`src/rtl/tc_pl_adc_merge_pkg.sv`:
```
// Shared definitions for the ADC merge front end: sample/word/phase widths,
// lane count and the capture FSM state encoding.
package tc_pl_adc_merge_pkg;
    localparam int ADC0_0 = 14;
    localparam int ADC0_1 = 56;
    localparam int ADC0_2 = 2;
    localparam int LANES  = 4;

    typedef enum logic [1:0] {IDLE, SKIP, PACK, DONE} state_t;
endpackage

```
`src/rtl/tc_pl_merge_fifo.sv`:
```
// Synchronous show-ahead FIFO: rdata is the head entry whenever empty is low.
// A push while full is accepted only if a pop happens in the same cycle.
module tc_pl_merge_fifo #(
    parameter int WIDTH = 56,
    parameter int DEPTH = 16
) (
    input  logic                     clk,
    input  logic                     rst,
    input  logic                     push,
    input  logic                     pop,
    input  logic [WIDTH-1:0]         wdata,
    output logic [WIDTH-1:0]         rdata,
    output logic                     full,
    output logic                     empty,
    output logic [$clog2(DEPTH):0]   count
);
    localparam int AW    = $clog2(DEPTH);
    localparam int CNT_W = AW + 1;

    logic [WIDTH-1:0] mem [DEPTH];
    logic [AW-1:0]    wptr;
    logic [AW-1:0]    rptr;
    logic             do_push;
    logic             do_pop;

    assign do_pop  = pop && !empty;
    assign do_push = push && (!full || do_pop);

    always_ff @(posedge clk or posedge rst) begin
        if (rst) begin
            wptr  <= '0;
            rptr  <= '0;
            count <= '0;
        end else begin
            if (do_push) wptr <= wptr + AW'(1);
            if (do_pop)  rptr <= rptr + AW'(1);
            case ({do_push, do_pop})
                2'b10:   count <= count + CNT_W'(1);
                2'b01:   count <= count - CNT_W'(1);
                default: ;
            endcase
        end
    end

    always_ff @(posedge clk) begin
        if (do_push) mem[wptr] <= wdata;
    end

    assign rdata = mem[rptr];
    assign full  = (count == CNT_W'(DEPTH));
    assign empty = (count == '0);
endmodule

```
`src/rtl/tc_pl_adc_merge.sv`:
```
// Capture front end: skips phase samples after a trigger, packs four ADC
// samples per word into a FIFO and streams cap_len words out on valid/ready.
module tc_pl_adc_merge #(
    parameter int ADC0_0 = tc_pl_adc_merge_pkg::ADC0_0,
    parameter int ADC0_1 = tc_pl_adc_merge_pkg::ADC0_1,
    parameter int ADC0_2 = tc_pl_adc_merge_pkg::ADC0_2,
    parameter int FDEPTH = 16,
    parameter int LEN_W  = 16
) (
    input  logic              clk125,
    input  logic              rst,
    input  logic [ADC0_0-1:0] Gc_adc_data,
    input  logic              Gc_adc_of,
    input  logic              Gc_cap_trig,
    input  logic [ADC0_2-1:0] Gc_cap_phase,
    input  logic [LEN_W-1:0]  cap_len,
    output logic              Gc_capr_rdy,
    output logic [ADC0_1-1:0] Gc_merge_data,
    output logic              Gc_mereg_datv,
    input  logic              Gc_mereg_datr,
    output logic              merge_of,
    output logic              merge_ovf
);
    import tc_pl_adc_merge_pkg::*;

    localparam int LIDX_W = $clog2(LANES);
    localparam int CNT_W  = $clog2(FDEPTH) + 1;

    state_t             state;
    logic [ADC0_2-1:0]  skip_cnt;
    logic [LEN_W-1:0]   len_q;
    logic [LEN_W-1:0]   word_cnt;
    logic [LIDX_W-1:0]  lane;
    logic [ADC0_0-1:0]  lane_q [LANES-1];
    logic [ADC0_1-1:0]  word;
    logic               lane_last;
    logic               push;
    logic               pop;
    logic               fifo_full;
    logic               fifo_empty;
    logic [ADC0_1-1:0]  fifo_rdata;
    logic [CNT_W-1:0]   fifo_count;

    assign lane_last = (lane == LIDX_W'(LANES - 1));
    assign push      = (state == PACK) && lane_last;
    assign pop       = !fifo_empty && Gc_mereg_datr;

    // Lane 0 lands in the LSBs; the live sample completes the top lane.
    always_comb begin
        word = '0;
        for (int i = 0; i < LANES - 1; i++)
            word[i*ADC0_0 +: ADC0_0] = lane_q[i];
        word[(LANES-1)*ADC0_0 +: ADC0_0] = Gc_adc_data;
    end

    always_ff @(posedge clk125) begin
        if (state == PACK && !lane_last) lane_q[lane] <= Gc_adc_data;
    end

    always_ff @(posedge clk125 or posedge rst) begin
        if (rst) begin
            state       <= IDLE;
            Gc_capr_rdy <= 1'b0;
            skip_cnt    <= '0;
            len_q       <= '0;
            word_cnt    <= '0;
            lane        <= '0;
            merge_of    <= 1'b0;
            merge_ovf   <= 1'b0;
        end else begin
            case (state)
                IDLE: begin
                    Gc_capr_rdy <= 1'b1;
                    if (Gc_cap_trig) begin
                        Gc_capr_rdy <= 1'b0;
                        skip_cnt    <= Gc_cap_phase;
                        len_q       <= cap_len;
                        word_cnt    <= '0;
                        lane        <= '0;
                        merge_of    <= 1'b0;
                        merge_ovf   <= 1'b0;
                        if (cap_len == '0)             state <= DONE;
                        else if (Gc_cap_phase != '0)   state <= SKIP;
                        else                           state <= PACK;
                    end
                end
                SKIP: begin
                    skip_cnt <= skip_cnt - ADC0_2'(1);
                    if (skip_cnt == ADC0_2'(1)) state <= PACK;
                end
                PACK: begin
                    merge_of <= merge_of | Gc_adc_of;
                    lane     <= lane + LIDX_W'(1);
                    if (lane_last) begin
                        // A dropped word still counts toward the requested length.
                        if (fifo_full && !pop) merge_ovf <= 1'b1;
                        word_cnt <= word_cnt + LEN_W'(1);
                        if (word_cnt + LEN_W'(1) == len_q) state <= DONE;
                    end
                end
                DONE: begin
                    // Leave on the edge that pops the last word so ready rises right after it.
                    if (fifo_empty || (pop && fifo_count == CNT_W'(1))) begin
                        state       <= IDLE;
                        Gc_capr_rdy <= 1'b1;
                    end
                end
                default: state <= IDLE;
            endcase
        end
    end

    tc_pl_merge_fifo #(
        .WIDTH (ADC0_1),
        .DEPTH (FDEPTH)
    ) u_fifo (
        .clk   (clk125),
        .rst   (rst),
        .push  (push),
        .pop   (pop),
        .wdata (word),
        .rdata (fifo_rdata),
        .full  (fifo_full),
        .empty (fifo_empty),
        .count (fifo_count)
    );

    assign Gc_mereg_datv = !fifo_empty;
    assign Gc_merge_data = fifo_empty ? '0 : fifo_rdata;
endmodule

```
`config.mk`:
```
export PLATFORM = sky130hd
export DESIGN_NAME = tc_pl_adc_merge
export DESIGN_NICKNAME = d
export VERILOG_FILES = /design/src/rtl/tc_pl_adc_merge_pkg.sv /design/src/rtl/tc_pl_merge_fifo.sv /design/src/rtl/tc_pl_adc_merge.sv
export SDC_FILE = /design/constraint.sdc
export NUM_CORES = 1
export LEC_CHECK = 0
export ABC_AREA = 0
export BUFFER_PORTS_ARGS = -buffer_cell sky130_fd_sc_hd__buf_2
export CAP_MARGIN = 40
export CORE_ASPECT_RATIO = 1.5
export CORE_UTILIZATION = 25
export DETAILED_ROUTE_END_ITERATION = 10
export GPL_TIMING_DRIVEN = 1
export PLACE_DENSITY = 0.38
export SLEW_MARGIN = 25
export SYNTH_ARGS = -nofsm -noshare
export SYNTH_HDL_FRONTEND = slang
export SYNTH_SLANG_ARGS = --single-unit
```
`constraint.sdc`:
```
create_clock -name clk125 -period 8.1 [get_ports clk125]
set_input_delay 0.405 -clock clk125 [delete_from_list [all_inputs] [get_ports clk125]]
set_output_delay 0.405 -clock clk125 [all_outputs]
set_load 0.005 [all_outputs]
```
==> results.toml, run 1 <==
[worst_setup_path]
path_max_fanout = 100
critPathArrivalTime_ns = 4.02
crit_path_start_kind = "flip-flop"
regToRegSetupSlack_ns = 4.32
worstPathRequired_ns = 7.70
worstSetupPathType = "reg -> out"
worst_setup_path_end_kind = "output port"

[die]
fp.dieArea_sq_um = 156000
die_h_um = 483
num_rows = 176
initial_core_util = 0.252
die_w_um = 323
ios = 97
core_area_sq_um = 153000

[clock_network]
cts_hold_buf = 20
clk_path_buf_depth = 3
clk_pin_slew_ns = 0.07
cts_tree = "yes"
clock-sinks = 992
insertion_delay_ns = 0.72
numCtsBuffers = 99
h-tree-depth = 3
cts-resized-gates = 0
clockRootBuffer = "clkbuf_16"
cts_setup_buffers = 0

[drt]
ant_nets = 0
viasPerCell = 4.40
drt_iter0_drc = 1228
detail_route.wl_per_cell_um = 26.0
vias = 17700
first_pass_iters = 5
drcViolationCount = 0
wirelength_um = 104000

[yosys]
synth_area_per_cell_sq_um = 22.8
yosysSeqAreaShare = 0.766
yosysWarnings = 0
synth_top_area_share = 0.730
yosysTopAreaCell = "edfxtp_1"
synthArstFlopShare = 0.0544
synth_area_leaders = "edfxtp_1 73%, mux4_2 16%, dfrtp_1 3.5%"
synth_common_cells = "938 x edfxtp_1, 280 x mux4_2, 62 x and2_1"
synth_flop_cell = "edfxtp_1"
synth_area_sq_um = 38600
synthCells = 1691
synth-seq-cells = 992
synth_nets = 1747
yosysMostFrequentCell = "edfxtp_1"
synth_cell_type_count = 53
synth_edf_count = 938

[grt]
grt_overflow = 0
grt_pass1_wl_um = 149000
grt_start_max_net_pins = 143
antenna_found_initial = 15
grt_pass1_vias = 19500
grt_use_total = 0.136

[sta]
post-route-min-period_ns = 4.42
rsz0062_at_grt = "false"
maxSlewHeadroom = 0.262
worstMarginPinSlew_ns = 1.11
final-setup-viol-count = 0
fmax_ghz = 0.226
final.period_utilization = 0.546
hold_viol = 0
holdWs_ns = 0.0622
report.final.slew_viol_count = 0
skew_ns = 0.0369
final.setup.tns_ns = 0

[run_status]
status = "finished clean"

[job]
cap_violations = 0

[layout]
syn2layout_area_growth_pct = 18.2
fin_nets = 1938
drive_gt1_frac = 0.312

[power]
vdd_drop_max_v = 0.000290
power_density_nw_per_um2 = 324
leakage_nw = 14.3

[hold_path]
min_path_type = "in -> reg"

[placed_design]
portBuffers = 96
gp_congestion = 0.700
dp_hpwl_um = 59000
-- registers in the layout, indices dropped and copies added (netlist names) --
name / flops
lane_q: 42
u_fifo.count: 5
u_fifo.mem: 896
state: 2
merge_ovf: 1
u_fifo.wptr: 4
skip_cnt: 2
Gc_capr_rdy: 1
merge_of: 1
lane: 2
word_cnt: 16
len_q: 16
u_fifo.rptr: 4
-- report_power, final --
| group | total [mW] | switching [mW] | internal (mW) |
|---|---|---|---|
| clock | 4.56 | 1.99 | 2.57 |
| sequential | 6.30 | 0.396 | 5.90 |
| combinational | 3.93 | 1.90 | 2.03 |
-- metal layers --
layer / global-route usage / vias up / routed length (um)
met4: 0.0381 / 8 / 1980
met3: 0.0209 / 116 / 3970
met1: 0.170 / 9712 / 43300
met2: 0.241 / 368 / 55000
met5: 0 / - / 40
li1: - / 7466 / -
-- layout make-up --
cell class                      count  area [sq um]
Fill cell                       15000        108000
Sequential cell                   992         29500
Multi-Input combinational cell    595          8630
Clock buffer                      123          2640
Tap cell                         2047          2560
Timing Repair Buffer              178          1610
Clock inverter                     57           524
Inverter                           16          60.1
Antenna cell                        6          15.0
-- cells in the final DEF (no fill, tap or decap), drive strengths merged, types with 27 or more instances in the layout --
| cell type | netlist | final |
|---|---|---|
| xnor2 | 27 | 27 |
| o21ai | 31 | 31 |
| buf | 43 | 158 |
| clkbuf | 45 | 123 |
| edfxtp | 938 | 938 |
| nor2 | 35 | 35 |
| dfrtp | 54 | 54 |
| mux4 | 280 | 280 |
| clkinv | 0 | 41 |
| and2 | 62 | 62 |
-- through the flow --
step	total power, mW	instances	setup WS, ns	utilization	area (sq um)
2_1_floorplan	8.95	1691	2.18	-	38600
4_1_cts	15.1	4001	3.41	0.296	45400
3_3_place_gp	10.4	3781	4.21	0.271	41600
6_report	14.8	4014	3.68	0.297	45600
5_1_grt	15.5	4012	3.33	0.297	45600
3_5_place_dp	10.5	3801	4.23	0.274	42000
-- path summary, 6_finish.rpt --
check,startpoint,endpoint,depth (start not counted)
max reg2reg,u_fifo.count[0],u_fifo.mem[10][40],9
min in group asynchronous,rst,merge_of,4
max in group asynchronous,rst,word_cnt[11],5
min,Gc_mereg_datr,merge_ovf,3
min reg2reg,len_q[3],len_q[3],1
max,u_fifo.rptr[0],Gc_merge_data[55],5
-- worst max-delay path, cell delays in order, from the launching register on --
cell     delay (ns)
dfrtp_4        0.93
buf_12         0.71
mux4_2         0.61
mux4_2         0.58
and2_1         0.24
buf_2          0.14
-- kinds of logic (layout without fill, tap and decap cells) --
| kind of cell | count (synthesis) | after routing | synth area share |
|---|---|---|---|
| flops | 992 | 992 | 0.766 |
| buf+inv | 104 | 374 | 0.0139 |
| fa+ha+maj | 19 | 19 | 0.00617 |
| simple gates | 177 | 177 | 0.0269 |
| mux | 300 | 300 | 0.169 |
| xor+xnor | 37 | 37 | 0.00840 |
| compound gates | 62 | 62 | 0.00986 |
| other cells | 0 | 6 | 0 |
(Power assumes the default switching activity.)
==> run 2: changes to the inputs <==
- clock period: 8.1 -> 4.53 ns (I/O delays scaled with it)
==> results.toml, run 2 (synthesis results as in run 1) <==
[layout]
layout_common_cells = "938 x edfxtp_1, 280 x mux4_2, 104 x clkbuf_16, 96 x buf_2, 61 x and2_1"
largest_reg_flops = 896
drive_gt1_frac = 0.313
reg_top3 = "u_fifo.mem: 896 flops, lane_q: 42 flops"
final_common_cell = "edfxtp_1"
fin_nets = 1951
utilization = 0.299
nFillCells = 14900
syn2layout_area_growth_pct = 19.0
top_register = "u_fifo.mem"

[drt]
ant_nets = 0
vias = 17700
drt_iter0_drc = 955
first_pass_iters = 5
detail_route.wl_per_cell_um = 25.7
viasPerCell = 4.39
wirelength_um = 104000
drcViolationCount = 0

[sta]
report.final.slew_viol_count = 0
final.period_utilization = 0.830
maxSlewHeadroom = 0.465
final.setup.tns_ns = 0
final-setup-viol-count = 0
worstMarginPinSlew_ns = 0.802
fmax_ghz = 0.266
post-route-min-period_ns = 3.76
skew_ns = 0.0391
rsz0062_at_grt = "false"
hold_viol = 0

[hold_path]
min_to = "u_fifo.mem[12][49]"
min_path_type = "in -> reg"
min-delay-start = "Gc_adc_data[7]"
min_path_cells = 1

[clock_network]
clock-sinks = 992
h-tree-depth = 3
clk_path_buf_depth = 3
numCtsBuffers = 102
cts_tree = "yes"
cts_setup_buffers = 0
clk_pin_slew_ns = 0.07
clockRootBuffer = "clkbuf_16"
insertion_delay_ns = 0.72
cts-resized-gates = 0

[worst_setup_path]
worst_setup_path_end_kind = "output port"
path_max_fanout = 32
crit_path_start_kind = "flip-flop"
crit_slowest_cell = "dfrtp_4"
worstSetupPathType = "reg -> out"
cp_cell_sequence = "buf_12, buf_12, mux4_2, mux4_2, and2_1, buf_2"
ff2ff_path_depth = 8
cp_slowest_stage_delay_ns = 0.68
path_depth = 6
r2r-start = "u_fifo.count[0]"
critical_path_buf_inv_count = 3
cp_top_family = "multiplexers"
critPathArrivalTime_ns = 3.53
worstPathRequired_ns = 4.30
regToRegSetupSlack_ns = 1.40
reg2reg_to = "u_fifo.mem[2][35]"

[die]
initial_core_util = 0.252
die_h_um = 483
num_rows = 176
core_area_sq_um = 153000
ios = 97
die_w_um = 323
fp.dieArea_sq_um = 156000

[power]
vdd_drop_max_v = 0.000300
leakage_nw = 14.4
power_density_nw_per_um2 = 592

[grt]
grt_pass1_wl_um = 149000
grt_start_max_net_pins = 57
grt_pass1_vias = 19600
grt_use_total = 0.135
grt_overflow = 0
antenna_found_initial = 11

[placed_design]
dp_hpwl_um = 59600
gp_congestion = 0.709
portBuffers = 96

[job]
cap_violations = 0

[run_status]
status = "finished clean"
==> run 2: cell types whose count changed in the layout (fill, tap and decap cells not counted), sizes merged, moves of 2 or more <==
cell	previous run	this run
diode	6	3
dlygate4sd3	20	32
clkbuf	123	121
clkinv	41	50
bufinv	8	10
buf	158	156
==> run 2: through the flow <==
step                worst slack (ns)  std cells  area (sq um)  hold slack (ns)  total power, mW
global placement                1.30       3797         42000            0.453             19.1
detailed placement              1.41       3804         42200            0.458             19.3
global route                   0.594       4030         45900           0.0312             28.5
CTS                            0.623       4026         45800          0.00401             27.8
floorplan                      0.107       1691         38600            0.325             16.0
finish                         0.769       4032         45900           0.0478             27.2
==> run 2: worst max-delay path by stage <==
stage	slack, ns	to	from
after floorplan	0.11	u_fifo.mem[15][0]	u_fifo.count[0]
after CTS	0.62	Gc_merge_data[48]	u_fifo.rptr[0]
after global placement	1.30	u_fifo.mem[6][40]	u_fifo.count[0]
after global routing	0.59	Gc_merge_data[48]	u_fifo.rptr[0]
final	0.77	Gc_merge_data[48]	u_fifo.rptr[0]
after detailed placement	1.41	u_fifo.mem[2][35]	u_fifo.count[0]
==> run 2: power breakdown <==
part	internal [mW]	switching [mW]	total [mW]	leakage, nW
sequential	10.6	0.639	11.2	9.11
combinational	3.80	3.72	7.53	3.63
clock	4.80	3.65	8.44	1.63
==> run 2: worst reg2reg max path, delay by kind of cell, from the launching register on <==
family                     cells  cell delay [ns]
buffers and inverters          2             0.73
and+or+nand+nor                5             1.26
adders and majority gates      1             0.23
DFF                            1             0.44
==> run 2: cell type report <==
cell class | instances | area (sq um) | area share
timing repair buffer | 188 | 1730 | 0.0377
tap | 2047 | 2560 | 0.0558
clock inverter | 70 | 669 | 0.0146
multi-input combinational | 595 | 8650 | 0.189
antenna | 3 | 7.51 | 0.000164
clock buffer | 121 | 2670 | 0.0581
sequential | 992 | 29500 | 0.644
inverter | 16 | 60.1 | 0.00131
==> run 2: repair_timing <==
item | in CTS | in global routing
hold buffers | 31 | 1
hold endpoints to repair | 227 | 1
endpoints found under the setup margin | 0 | 0
==> run 2: per-layer routing <==
| metal | GRT usage | vias up | wire length (um) |
|---|---|---|---|
| met5 | 0 | - | 11 |
| met4 | 0.0367 | 2 | 1970 |
| met3 | 0.0218 | 121 | 3550 |
| met2 | 0.241 | 324 | 55200 |
| met1 | 0.169 | 9747 | 43000 |
| li1 | - | 7502 | - |
